### config.mk
export PLATFORM = sky130hd
export DESIGN_NAME = ppu_fb_arbiter_flat
export DESIGN_NICKNAME = d
export VERILOG_FILES = /design/src/rtl/ppu_fb_arbiter_pkg.sv /design/src/rtl/ppu_fb_arbiter_if.sv /design/src/rtl/ppu_fb_arbiter_wr_fifo.sv /design/src/rtl/ppu_fb_arbiter.sv /design/src/flat_wrapper.sv
export SDC_FILE = /design/constraint.sdc
export NUM_CORES = 1
export LEC_CHECK = 0
export BUFFER_PORTS_ARGS = -buffer_cell sky130_fd_sc_hd__buf_2
export CAP_MARGIN = 20
export CELL_PAD_IN_SITES_DETAIL_PLACEMENT = 1
export CELL_PAD_IN_SITES_GLOBAL_PLACEMENT = 1
export CORE_MARGIN = 2
export CORE_UTILIZATION = 51
export DETAILED_ROUTE_END_ITERATION = 10
export PLACE_DENSITY_LB_ADDON = 0.1
export SYNTH_ARGS = -nofsm -noshare
export SYNTH_HDL_FRONTEND = slang
export SYNTH_SLANG_ARGS = --single-unit
### constraint.sdc
create_clock -name Clk -period 6.3 [get_ports Clk]
set_clock_uncertainty 0.2 [all_clocks]
set_input_delay 0 -clock Clk [delete_from_list [all_inputs] [get_ports Clk]]
set_output_delay 0 -clock Clk [all_outputs]
set_load 0.01 [all_outputs]
### src/rtl/ppu_fb_arbiter_pkg.sv
// Shared types and constants for the PPU framebuffer arbiter.
package ppu_fb_pkg;

    localparam int FB_W_C = 256;
    localparam int FB_H_C = 240;

    typedef logic [15:0] fb_addr_t;
    typedef logic [7:0]  pix_t;

    typedef enum logic [2:0] {
        GNT_NONE,
        GNT_FWR,
        GNT_RD,
        GNT_CLR,
        GNT_WR
    } gnt_e;

    typedef enum logic [1:0] {
        C_IDLE,
        C_RUN,
        C_DONE
    } clr_state_e;

    typedef struct packed {
        fb_addr_t addr;
        pix_t     pix;
    } fifo_ent_t;

endpackage

### src/rtl/ppu_fb_arbiter_if.sv
// Requester and RAM-side signals of the framebuffer arbiter.
// slave = arbiter side, master = requesters plus RAM.
interface ppu_fb_arbiter_if;
    import ppu_fb_pkg::*;

    logic       ppu_valid;
    logic [9:0] ppu_x;
    logic [9:0] ppu_y;
    pix_t       ppu_pixel;
    logic       ppu_ready;

    logic       rd_req;
    fb_addr_t   rd_addr;
    logic       rd_gnt;
    pix_t       rd_data;
    logic       rd_data_valid;

    logic       clr_start;
    pix_t       clr_color;
    logic       clr_busy;
    logic       clr_done;

    logic       ram_en;
    logic       ram_we;
    fb_addr_t   ram_addr;
    pix_t       ram_wdata;
    pix_t       ram_rdata;

    modport slave (
        input  ppu_valid, ppu_x, ppu_y, ppu_pixel,
        output ppu_ready,
        input  rd_req, rd_addr,
        output rd_gnt, rd_data, rd_data_valid,
        input  clr_start, clr_color,
        output clr_busy, clr_done,
        output ram_en, ram_we, ram_addr, ram_wdata,
        input  ram_rdata
    );

    modport master (
        output ppu_valid, ppu_x, ppu_y, ppu_pixel,
        input  ppu_ready,
        output rd_req, rd_addr,
        input  rd_gnt, rd_data, rd_data_valid,
        output clr_start, clr_color,
        input  clr_busy, clr_done,
        input  ram_en, ram_we, ram_addr, ram_wdata,
        output ram_rdata
    );

endinterface

### src/rtl/ppu_fb_arbiter_wr_fifo.sv
// First-word-fall-through FIFO holding pending PPU pixel writes.
// Push and pop in the same cycle are accepted even when full.
module ppu_fb_wr_fifo
    import ppu_fb_pkg::*;
#(
    parameter int DEPTH = 4
) (
    input  logic      Clk,
    input  logic      reset_n,
    input  logic      push,
    input  fifo_ent_t push_ent,
    input  logic      pop,
    output fifo_ent_t head,
    output logic      full,
    output logic      empty
);

    localparam int AW = $clog2(DEPTH);

    fifo_ent_t     mem [DEPTH];
    logic [AW:0]   wr_ptr;
    logic [AW:0]   rd_ptr;
    logic          do_push;
    logic          do_pop;

    assign empty   = (wr_ptr == rd_ptr);
    assign full    = (wr_ptr[AW] != rd_ptr[AW]) && (wr_ptr[AW-1:0] == rd_ptr[AW-1:0]);
    assign head    = mem[rd_ptr[AW-1:0]];
    assign do_pop  = pop && !empty;
    assign do_push = push && (!full || do_pop);

    // Pointer update; the extra MSB distinguishes full from empty.
    always_ff @(posedge Clk or negedge reset_n) begin
        if (!reset_n) begin
            wr_ptr <= '0;
            rd_ptr <= '0;
        end else begin
            if (do_push) wr_ptr <= wr_ptr + 1'b1;
            if (do_pop)  rd_ptr <= rd_ptr + 1'b1;
        end
    end

    // Storage needs no reset: the pointers define which entries are live.
    always_ff @(posedge Clk) begin
        if (do_push) mem[wr_ptr[AW-1:0]] <= push_ent;
    end

endmodule

### src/rtl/ppu_fb_arbiter.sv
// Framebuffer RAM arbiter: scan-out reads, buffered PPU writes and a fill engine
// share one single-port RAM. Optional statistics counters: FB_ARB_STATS_EN.
// ram_rdata is expected RAM_LAT-1 cycles after ram_* is presented; rd_data registers it.
//
// Clear FSM
//   state  | meaning
//   C_IDLE | waiting for clr_start
//   C_RUN  | requesting one write per granted cycle, walking {y,x}
//   C_DONE | last pixel written; clr_done high for this one cycle
module ppu_fb_arbiter
    import ppu_fb_pkg::*;
#(
    parameter int FB_W       = FB_W_C,
    parameter int FB_H       = FB_H_C,
    parameter int FIFO_DEPTH = 4,
    parameter int RAM_LAT    = 1,
    parameter int STARVE_MAX = 8
) (
    input  logic               Clk,
    input  logic               reset_n,
    ppu_fb_arbiter_if.slave    bus
`ifdef FB_ARB_STATS_EN
    ,
    output logic [15:0]        stat_drop_cnt,
    output logic [15:0]        stat_force_cnt
`endif
);

    localparam int SW = $clog2(STARVE_MAX + 1);

    gnt_e              gnt;
    clr_state_e        clr_state;
    fb_addr_t          clr_addr;
    pix_t              clr_color_q;
    logic [SW-1:0]     starve_cnt;
    logic [RAM_LAT-1:0] rd_sr;
    logic              on_screen;
    logic              accept;
    logic              push;
    logic              pop;
    fifo_ent_t         push_ent;
    fifo_ent_t         head;
    logic              fifo_full;
    logic              fifo_empty;
    logic              clr_last;
    fb_addr_t          clr_next;

    assign on_screen = (bus.ppu_x < 10'(FB_W)) && (bus.ppu_y < 10'(FB_H));
    assign accept    = bus.ppu_valid && bus.ppu_ready;
    assign push      = accept && on_screen;
    assign push_ent  = '{addr: {bus.ppu_y[7:0], bus.ppu_x[7:0]}, pix: bus.ppu_pixel};
    assign bus.ppu_ready = !fifo_full;

    ppu_fb_wr_fifo #(.DEPTH(FIFO_DEPTH)) u_fifo (
        .Clk      (Clk),
        .reset_n  (reset_n),
        .push     (push),
        .push_ent (push_ent),
        .pop      (pop),
        .head     (head),
        .full     (fifo_full),
        .empty    (fifo_empty)
    );

    // Fixed-priority grant: forced write > read > clear > FIFO write.
    always_comb begin
        gnt = GNT_NONE;
        if (fifo_full && (starve_cnt == SW'(STARVE_MAX))) gnt = GNT_FWR;
        else if (bus.rd_req)                              gnt = GNT_RD;
        else if (clr_state == C_RUN)                      gnt = GNT_CLR;
        else if (!fifo_empty)                             gnt = GNT_WR;
    end

    assign pop        = (gnt == GNT_FWR) || (gnt == GNT_WR);
    assign bus.rd_gnt = reset_n && (gnt == GNT_RD);

    assign clr_last = (clr_addr[7:0] == 8'(FB_W - 1)) && (clr_addr[15:8] == 8'(FB_H - 1));
    assign clr_next = (clr_addr[7:0] == 8'(FB_W - 1)) ? {clr_addr[15:8] + 8'd1, 8'd0}
                                                      : {clr_addr[15:8], clr_addr[7:0] + 8'd1};

    // Register the winning request onto the RAM port; idle cycles hold address and data.
    always_ff @(posedge Clk or negedge reset_n) begin
        if (!reset_n) begin
            bus.ram_en    <= 1'b0;
            bus.ram_we    <= 1'b0;
            bus.ram_addr  <= '0;
            bus.ram_wdata <= '0;
        end else begin
            unique case (gnt)
                GNT_FWR, GNT_WR: begin
                    bus.ram_en    <= 1'b1;
                    bus.ram_we    <= 1'b1;
                    bus.ram_addr  <= head.addr;
                    bus.ram_wdata <= head.pix;
                end
                GNT_RD: begin
                    bus.ram_en    <= 1'b1;
                    bus.ram_we    <= 1'b0;
                    bus.ram_addr  <= bus.rd_addr;
                end
                GNT_CLR: begin
                    bus.ram_en    <= 1'b1;
                    bus.ram_we    <= 1'b1;
                    bus.ram_addr  <= clr_addr;
                    bus.ram_wdata <= clr_color_q;
                end
                default: begin
                    bus.ram_en    <= 1'b0;
                    bus.ram_we    <= 1'b0;
                end
            endcase
        end
    end

    // Count reads that win while a full FIFO waits; any pop or free slot restarts it.
    always_ff @(posedge Clk or negedge reset_n) begin
        if (!reset_n) begin
            starve_cnt <= '0;
        end else if (pop || !fifo_full) begin
            starve_cnt <= '0;
        end else if (gnt == GNT_RD) begin
            starve_cnt <= starve_cnt + 1'b1;
        end
    end

    // Fill engine: one write per granted cycle over the visible area.
    always_ff @(posedge Clk or negedge reset_n) begin
        if (!reset_n) begin
            clr_state   <= C_IDLE;
            clr_addr    <= '0;
            clr_color_q <= '0;
            bus.clr_busy <= 1'b0;
            bus.clr_done <= 1'b0;
        end else begin
            unique case (clr_state)
                C_IDLE: begin
                    bus.clr_done <= 1'b0;
                    if (bus.clr_start) begin
                        clr_color_q  <= bus.clr_color;
                        clr_addr     <= '0;
                        bus.clr_busy <= 1'b1;
                        clr_state    <= C_RUN;
                    end
                end
                C_RUN: begin
                    if (gnt == GNT_CLR) begin
                        if (clr_last) begin
                            clr_state    <= C_DONE;
                            bus.clr_busy <= 1'b0;
                            bus.clr_done <= 1'b1;
                        end else begin
                            clr_addr <= clr_next;
                        end
                    end
                end
                C_DONE: begin
                    bus.clr_done <= 1'b0;
                    clr_state    <= C_IDLE;
                end
                default: begin
                    bus.clr_busy <= 1'b0;
                    bus.clr_done <= 1'b0;
                    clr_state    <= C_IDLE;
                end
            endcase
        end
    end

    // Track in-flight reads and capture the returned data.
    always_ff @(posedge Clk or negedge reset_n) begin
        if (!reset_n) begin
            rd_sr             <= '0;
            bus.rd_data_valid <= 1'b0;
            bus.rd_data       <= '0;
        end else begin
            rd_sr             <= (rd_sr << 1) | RAM_LAT'(gnt == GNT_RD);
            bus.rd_data_valid <= rd_sr[RAM_LAT-1];
            if (rd_sr[RAM_LAT-1]) bus.rd_data <= bus.ram_rdata;
        end
    end

`ifdef FB_ARB_STATS_EN
    // Saturating counts of discarded off-screen pixels and forced write slots.
    always_ff @(posedge Clk or negedge reset_n) begin
        if (!reset_n) begin
            stat_drop_cnt  <= '0;
            stat_force_cnt <= '0;
        end else begin
            if (accept && !on_screen && (stat_drop_cnt != 16'hFFFF))
                stat_drop_cnt <= stat_drop_cnt + 16'd1;
            if ((gnt == GNT_FWR) && (stat_force_cnt != 16'hFFFF))
                stat_force_cnt <= stat_force_cnt + 16'd1;
        end
    end
`endif

endmodule

### src/flat_wrapper.sv
// flat-port wrapper written by rule: the top's interface ports become plain ports
module ppu_fb_arbiter_flat import ppu_fb_pkg::*;
#(
    parameter int FB_W       = FB_W_C,
    parameter int FB_H       = FB_H_C,
    parameter int FIFO_DEPTH = 4,
    parameter int RAM_LAT    = 1,
    parameter int STARVE_MAX = 8
)
  (Clk, reset_n, bus_ppu_valid, bus_ppu_x, bus_ppu_y, bus_ppu_pixel, bus_ppu_ready, bus_rd_req, bus_rd_addr, bus_rd_gnt, bus_rd_data, bus_rd_data_valid, bus_clr_start, bus_clr_color, bus_clr_busy, bus_clr_done, bus_ram_en, bus_ram_we, bus_ram_addr, bus_ram_wdata, bus_ram_rdata);
  ppu_fb_arbiter_if bus_i ();
  input  logic Clk;
  input  logic reset_n;
  input wire logic [$bits(bus_i.ppu_valid)-1:0] bus_ppu_valid;
  input wire logic [$bits(bus_i.ppu_x)-1:0] bus_ppu_x;
  input wire logic [$bits(bus_i.ppu_y)-1:0] bus_ppu_y;
  input wire logic [$bits(bus_i.ppu_pixel)-1:0] bus_ppu_pixel;
  output wire logic [$bits(bus_i.ppu_ready)-1:0] bus_ppu_ready;
  input wire logic [$bits(bus_i.rd_req)-1:0] bus_rd_req;
  input wire logic [$bits(bus_i.rd_addr)-1:0] bus_rd_addr;
  output wire logic [$bits(bus_i.rd_gnt)-1:0] bus_rd_gnt;
  output wire logic [$bits(bus_i.rd_data)-1:0] bus_rd_data;
  output wire logic [$bits(bus_i.rd_data_valid)-1:0] bus_rd_data_valid;
  input wire logic [$bits(bus_i.clr_start)-1:0] bus_clr_start;
  input wire logic [$bits(bus_i.clr_color)-1:0] bus_clr_color;
  output wire logic [$bits(bus_i.clr_busy)-1:0] bus_clr_busy;
  output wire logic [$bits(bus_i.clr_done)-1:0] bus_clr_done;
  output wire logic [$bits(bus_i.ram_en)-1:0] bus_ram_en;
  output wire logic [$bits(bus_i.ram_we)-1:0] bus_ram_we;
  output wire logic [$bits(bus_i.ram_addr)-1:0] bus_ram_addr;
  output wire logic [$bits(bus_i.ram_wdata)-1:0] bus_ram_wdata;
  input wire logic [$bits(bus_i.ram_rdata)-1:0] bus_ram_rdata;
  assign bus_i.ppu_valid = bus_ppu_valid;
  assign bus_i.ppu_x = bus_ppu_x;
  assign bus_i.ppu_y = bus_ppu_y;
  assign bus_i.ppu_pixel = bus_ppu_pixel;
  assign bus_ppu_ready = bus_i.ppu_ready;
  assign bus_i.rd_req = bus_rd_req;
  assign bus_i.rd_addr = bus_rd_addr;
  assign bus_rd_gnt = bus_i.rd_gnt;
  assign bus_rd_data = bus_i.rd_data;
  assign bus_rd_data_valid = bus_i.rd_data_valid;
  assign bus_i.clr_start = bus_clr_start;
  assign bus_i.clr_color = bus_clr_color;
  assign bus_clr_busy = bus_i.clr_busy;
  assign bus_clr_done = bus_i.clr_done;
  assign bus_ram_en = bus_i.ram_en;
  assign bus_ram_we = bus_i.ram_we;
  assign bus_ram_addr = bus_i.ram_addr;
  assign bus_ram_wdata = bus_i.ram_wdata;
  assign bus_i.ram_rdata = bus_ram_rdata;
  ppu_fb_arbiter #(.FB_W(FB_W), .FB_H(FB_H), .FIFO_DEPTH(FIFO_DEPTH), .RAM_LAT(RAM_LAT), .STARVE_MAX(STARVE_MAX)) u_core (.Clk(Clk), .reset_n(reset_n), .bus(bus_i));
endmodule
# ---- After elaboration in Yosys (flattened, before gate mapping)
# Memories as Yosys holds them, arrays and structs flattened.
# Index checks and enable logic that the tools add are counted.
dict set report totals {
  ramBits 96
  inputBits 65
  out_inout_bits 39
  mem_count 1
  elab_cells 98
  regBits 74
}
dict set report op_classes {
  muxes 28
  reduce_logical 28
  n_lt_le_gt_ge 2
  n_addsub 5
  eq_ne 17
  bitwise_logic 1
}
# memory depth width read_ports rd_clocked_by_memory_dff write_ports line_no
set memory_table {}
lappend memory_table {u_core.u_fifo.mem 4 24 1 0 1 ppu_fb_arbiter_wr_fifo.sv:20} ;# fifo_ent_t mem [DEPTH];
# op n
set ops {}
lappend ops {{$mux 16} 4}
lappend ops {{$pmux 16 s3} 1}
lappend ops {{$pmux 16 s2} 1}
lappend ops {{$add 8x1->8 const B} 2}
lappend ops {{$eq 8x8->1 const B} 2}
lappend ops {{$pmux 8 s2} 1}
lappend ops {{$mux 3} 4}
lappend ops {{$lt 10x8->1 const B} 1}
lappend ops {{$lt 10x9->1 const B} 1}
lappend ops {{$mux 1} 10}
lappend ops {{$logic_and 1x1->1} 9}
lappend ops {{$mux 4} 2}
lappend ops {{$ne 2x2->1 const B} 4}
lappend ops {{$reduce_and 4->1} 2}
lappend ops {{$add 3x1->3 const B} 2}
lappend ops {{$eq 3x2->1 const B} 2}
lappend ops {{$mux 2} 3}
lappend ops {{$reduce_bool 2->1} 3}
lappend ops {{$reduce_and 5->1} 1}
lappend ops {{$add 4x1->4 const B} 1}
lappend ops {{$eq 4x4->1 const B} 1}
lappend ops {{$pmux 2 s2} 1}
lappend ops {{$reduce_and 2->1} 2}
lappend ops {{$reduce_or 4->1} 1}
lappend ops {{other kinds (17)} 20}

# ---- Logic depth before layout (Yosys ltp)
dict set report depth {
  word_depth 12
  mapped_depth 8
  ltp_nobuf 7
}

# ---- Modules after synthesis
# A second synthesis with hierarchy kept.
dict set report hier_totals {
  hier_cells 474
  hier_area_um2 7236.9
}
# module n_inst area_each_um2 seq_area_each_um2 cells_each
set by_module_without_submodules {}
lappend by_module_without_submodules {ppu_fb_wr_fifo 1 3921.3 3032.9 172}
lappend by_module_without_submodules {ppu_fb_arbiter 1 3315.7 1701.6 302}

# ---- Least setup slack after synthesis
# No wires, ideal clock.
dict set report synth_timing {
  path_kind {register to register}
  from {register u_core.u_fifo.rd_ptr[1]}
  to {memory u_core.u_fifo.mem[3][0] (netlist name) (enable)}
  setup_ns 0.384
  synth_period_minus_slack_ns 2.538
  setup_slack_ns 3.762
  n_path_buf 1
  stages_incl_launch_ff 6
  required_time_ns 5.716
  t_arrival_ns 1.954
  cell_sequence {dfrtp_1 > buf_2 > xor2_1 > nor2_1 > a21oi_1 > and2_1}
}
dict set report synth_via {
  elab_chain_len 12
  elab_cells_between_ends 20
  classes_between {eq/ne (4); mux (6); reduce/logical (10)}
}
# element line_no
set synth_lines {}
lappend synth_lines {{start: declaration} ppu_fb_arbiter_wr_fifo.sv:22} ;# logic [AW:0] rd_ptr;
lappend synth_lines {{start signal: assignment} ppu_fb_arbiter_wr_fifo.sv:39} ;# if (do_pop) rd_ptr <= rd_ptr + 1'b1;
lappend synth_lines {{$eq 3x3->1} ppu_fb_arbiter_wr_fifo.sv:26} ;# assign empty = (wr_ptr == rd_ptr);
lappend synth_lines {{$mux 3} ppu_fb_arbiter.sv:71} ;# else if (!fifo_empty) gnt = GNT_WR;
lappend synth_lines {{$mux 3} ppu_fb_arbiter.sv:70} ;# else if (clr_state == C_RUN) gnt = GNT_CLR;
lappend synth_lines {{$mux 3} ppu_fb_arbiter.sv:69} ;# else if (bus.rd_req) gnt = GNT_RD;
lappend synth_lines {{$mux 3} ppu_fb_arbiter.sv:68} ;# if (fifo_full && (starve_cnt == SW'(STARVE_MAX))) gnt = GNT_FWR;
lappend synth_lines {{$eq 3x1->1 or $eq 3x3->1 (tied branches)} ppu_fb_arbiter.sv:74} ;# assign pop = (gnt == GNT_FWR) || (gnt == GNT_WR);
lappend synth_lines {{$logic_or 1x1->1} ppu_fb_arbiter.sv:74}
lappend synth_lines {{$logic_and 1x1->1} ppu_fb_arbiter_wr_fifo.sv:29} ;# assign do_pop = pop && !empty;
lappend synth_lines {{$logic_or 1x1->1} ppu_fb_arbiter_wr_fifo.sv:30} ;# assign do_push = push && (!full || do_pop);
lappend synth_lines {{$logic_and 1x1->1 *} ppu_fb_arbiter_wr_fifo.sv:30}
lappend synth_lines {{$mux 1 *} ppu_fb_arbiter_wr_fifo.sv:45} ;# if (do_push) mem[wr_ptr[AW-1:0]] <= push_ent;
lappend synth_lines {{$mux 1 (not written as such) *} ppu_fb_arbiter_wr_fifo.sv:45}
lappend synth_lines {{end: declaration} ppu_fb_arbiter_wr_fifo.sv:20}
# Mark *: on every way between the ends. The rest lies on a longest branch, timed or not.

# ---- Worst setup path in the final report
dict set report layout_timing {
  from {register u_core.u_fifo.rd_ptr[0]}
  to {memory u_core.u_fifo.mem[0][3] (netlist name) (enable)}
}
# Same word-level chain as after synthesis.

==> results.md <==
* Status: complete, no violations
* First-pass GRT wire length at between 20000 and 30000 um
* Reg power frac at 43.3%
* TritonCTS clock tree: done
* Leading cell type by number of instances after synthesis: edfxtp_1
* Synth cell types at 48
* Met1 GRT Util at about a third
* Site row count at 43
* Global-route met2 utilization at 43.4%
* Design Area, Final at 0.00919 mm^2
* GR peak layer: met2
* Worst slew margin at 31.8%
* Via count at 4823
* DIE HEIGHT at 123 um
* Startpoint types: flip-flop
* Number of synthesized flops with an enable pin at 96
* Post-Syn Area at approximately 0.007 mm^2
* CP required at roughly 6.2 ns
* CP endpoint kind: flip-flop
* Switch Pwr at 1.01 mW
* Post-synthesis cell count at a little under 500
* Crit path arrival time at 2.90 ns
* Fraction of layout instances using a drive strength above 1 at between 20% and 30%
* Power Total at 3.24 mW
* Post-synth top area cell: edfxtp_1
* Reg area at between 0.004 and 0.005 mm^2
* Die Span X at 123 um
* Setup slack, reg-to-reg at around 3.3 ns
* Port Buffers at 103
* Reg-to-reg startpoint: u_core.u_fifo.rd_ptr[0]$_DFFE_PN0P_
* Setup Viol. Count Final at 0
* Register area share after synthesis at 65.9%
* Final ANT Viol Nets at 0
* Multi-input gate area at 0.00233 mm^2
* Leak at 3.66 nW
* Initial antenna violation count at 1
* Syn-to-layout area delta at 27.9%
* Most common library cells after synthesis: edfxtp_1, dfrtp_1, nand2_1, nand3_1, o21ai_0
* Clock slew at reported path FFs at 0.07 ns
* RSZ-0062 raised after global routing: no
* Post-CTS Setup Repair Bufs at 0
* CTS sink cnt at 170
* Vias in the first global route at approximately 5.3k
* # DRC at 0
* CTS H-tree lvls at 4
* Final worst-path cycle share at 47.6%
* Core Area at 0.0138 mm^2
* Fin util at 66.4%
* Peak supply drop at 290 uV
* Io pins at 104
* FMAX at 334 MHz
* Yosys warnings at 0
* Switching Fraction at 31.0%
* CTS buffer count at 17
* Synth top area cells: edfxtp_1, dfrtp_1, mux4_2
* Async set-reset flop share out of synthesis at between 40% and 50%
* Grt met3 use at 5.62%
* Worst r2r dst: u_core.u_fifo.mem[0][3]$_DFFE_PP_
* Synthesized area per cell at approximately 15 um^2
* Synthesized flop and latch total at 170
* DR WL/cell at approximately 21 um
* Gr usage total at 25.7%
* Avg Vias per Cell at around 5.6
* Total gr overflow at 0
* Clk_lat worst skew at 0.43 ns
* CTS Buffer Depth at 2
* Post-route setup slack at 3.30 ns
* Setup TNS at 0 ns
* Root buffer cell: clkbuf_16
* Die area at 0.0150 mm^2
* Filler Cell Count at 1289
* Crit-path max FO at 28
* Max Slew Vio Count at 0
* Nets at 742
* Final WL at between 15000 and 20000 um
* Worst Tran Pin Value at 1.02 ns
* Crit path time final at 3.00 ns
* Top FF cell, synth: edfxtp_1
* Syn_nets at 563
* PD cells at 353 mW/mm^2
* Initial Util at 51.9%
* Fin. Hold Viols at 0
* Routability congestion estimate from global placement at 0.813
* Internal Power at 2.23 mW
* R2R depth at 6
* DR iter-0 viols at 299
* Pre-CTS WS at 2.80 ns
* Pin count of the biggest net entering global routing at 76
* Hold Crit Class: primary input to asynchronous set/reset pin
* Dpl hpwl at 11700 um
* Gate power share at 24.8%
* Area after DPL at ~0.008 mm^2
* Area share of the leading cell type in the synthesized netlist at 40.1%
* Drt first pass iters at 4
* Maxcap violations at 0
* Clock network fraction of total power at 31.9%
* Crit Path Category: flip-flop to flip-flop
## how the worst max path moves through the flow
stage	start	to	slack [ns]	cells after the start
after global placement	u_core.clr_state[1]$_DFFE_PN0P_	u_core.bus.ram_addr[1]$_DFFE_PN0P_	2.96	4
after detailed placement	u_core.clr_state[1]$_DFFE_PN0P_	u_core.bus.ram_addr[9]$_DFFE_PN0P_	2.80	4
after global routing	u_core.u_fifo.rd_ptr[0]$_DFFE_PN0P_	u_core.bus.clr_busy$_DFFE_PN0P_	3.06	6
after CTS	u_core.clr_state[0]$_DFFE_PN0P_	u_core.bus.ram_addr[9]$_DFFE_PN0P_	2.79	4
final	u_core.u_fifo.rd_ptr[0]$_DFFE_PN0P_	u_core.u_fifo.mem[0][3]$_DFFE_PP_	3.30	6
after floorplan	u_core.u_fifo.rd_ptr[1]$_DFFE_PN0P_	u_core.u_fifo.mem[3][0]$_DFFE_PP_	3.76	5
## cells by family after synthesis
group / count (synthesis) / share of synthesized area, %
xor gates and xnor gates: 16 / 2.06
buffers and inverters: 29 / 1.71
and+or+nand+nor: 148 / 10.5
muxes: 50 / 12.0
DFF: 170 / 65.9
adders and majority gates: 9 / 1.57
AOI/OAI and AO/OA: 67 / 6.26
## metal layers
layer,vias to the layer above,share of wire (%)
li1,2220,-
met1,2456,42
met2,114,52
met3,33,3.6
met4,0,2.3
met5,-,0
## power by group through the flow
stage | sequential [mW] | clock [mW] | combinational (mW)
3_3_place_gp | 1.42 | 0 | 0.741
6_report | 1.40 | 1.03 | 0.803
2_1_floorplan | 1.42 | 0 | 0.502
4_1_cts | 1.40 | 1.05 | 0.804
5_1_grt | 1.42 | 1.09 | 0.879
3_5_place_dp | 1.42 | 0 | 0.767
## cell usage in the layout, fill, tap and decap left out, types with 8 or more instances in the layout
cell,count
dlygate4sd3_1,70
ha_1,9
clkbuf_16,17
buf_4,8
mux4_2,17
o21a_1,16
edfxtp_1,96
dfrtp_1,74
nor2_1,14
inv_1,8
buf_2,102
nand4_1,22
nand3_1,27
nand2_1,54
o21ai_0,23
mux2_1,8
mux2_2,17
xor2_1,8
## per-stage QoR
step	std cells	hold slack [ns]
after floorplan	489	-0.496
after global placement	758	-0.00963
after detailed placement	758	0.00390
after CTS	860	0.0955
after global routing	862	0.116
final	862	0.0794
## timing repair
action | in CTS | in global routing
endpoints found under the hold margin | 215 | 0
resized for setup | 0 | 0
hold buffers | 70 | 0
## layout make-up
cell class,instances,area share (%)
Multi-Input combinational cell,290,25.4
Tap cell,180,2.45
Clock buffer,20,4.86
Timing Repair Buffer,181,14.0
Sequential cell,170,51.5
Antenna cell,1,0.0272
Clock inverter,12,1.43
Inverter,8,0.327
## worst max-delay path, stage by stage, from the launching register on
cell	delay [ns]
dfrtp_1	0.32
buf_4	0.44
xor2_1	0.34
nor2_1	0.16
a21oi_1	0.40
and2_1	0.44
buf_4	0.37
## flip-flops by register name, indices dropped and copies added, names as in the netlist
| register | flops |
|---|---|
| u_core.starve_cnt | 4 |
| u_core.clr_state | 2 |
| u_core.bus.ram_en | 1 |
| u_core.bus.ram_addr | 16 |
| u_core.bus.ram_wdata | 8 |
| u_core.bus.rd_data | 8 |
| u_core.rd_sr | 1 |
| u_core.bus.clr_busy | 1 |
| u_core.bus.clr_done | 1 |
| u_core.bus.ram_we | 1 |
| u_core.bus.rd_data_valid | 1 |
| u_core.u_fifo.wr_ptr | 3 |
| u_core.u_fifo.rd_ptr | 3 |
| u_core.clr_color_q | 8 |
| u_core.clr_addr | 16 |
| u_core.u_fifo.mem | 96 |
(Power assumes the default switching activity.)
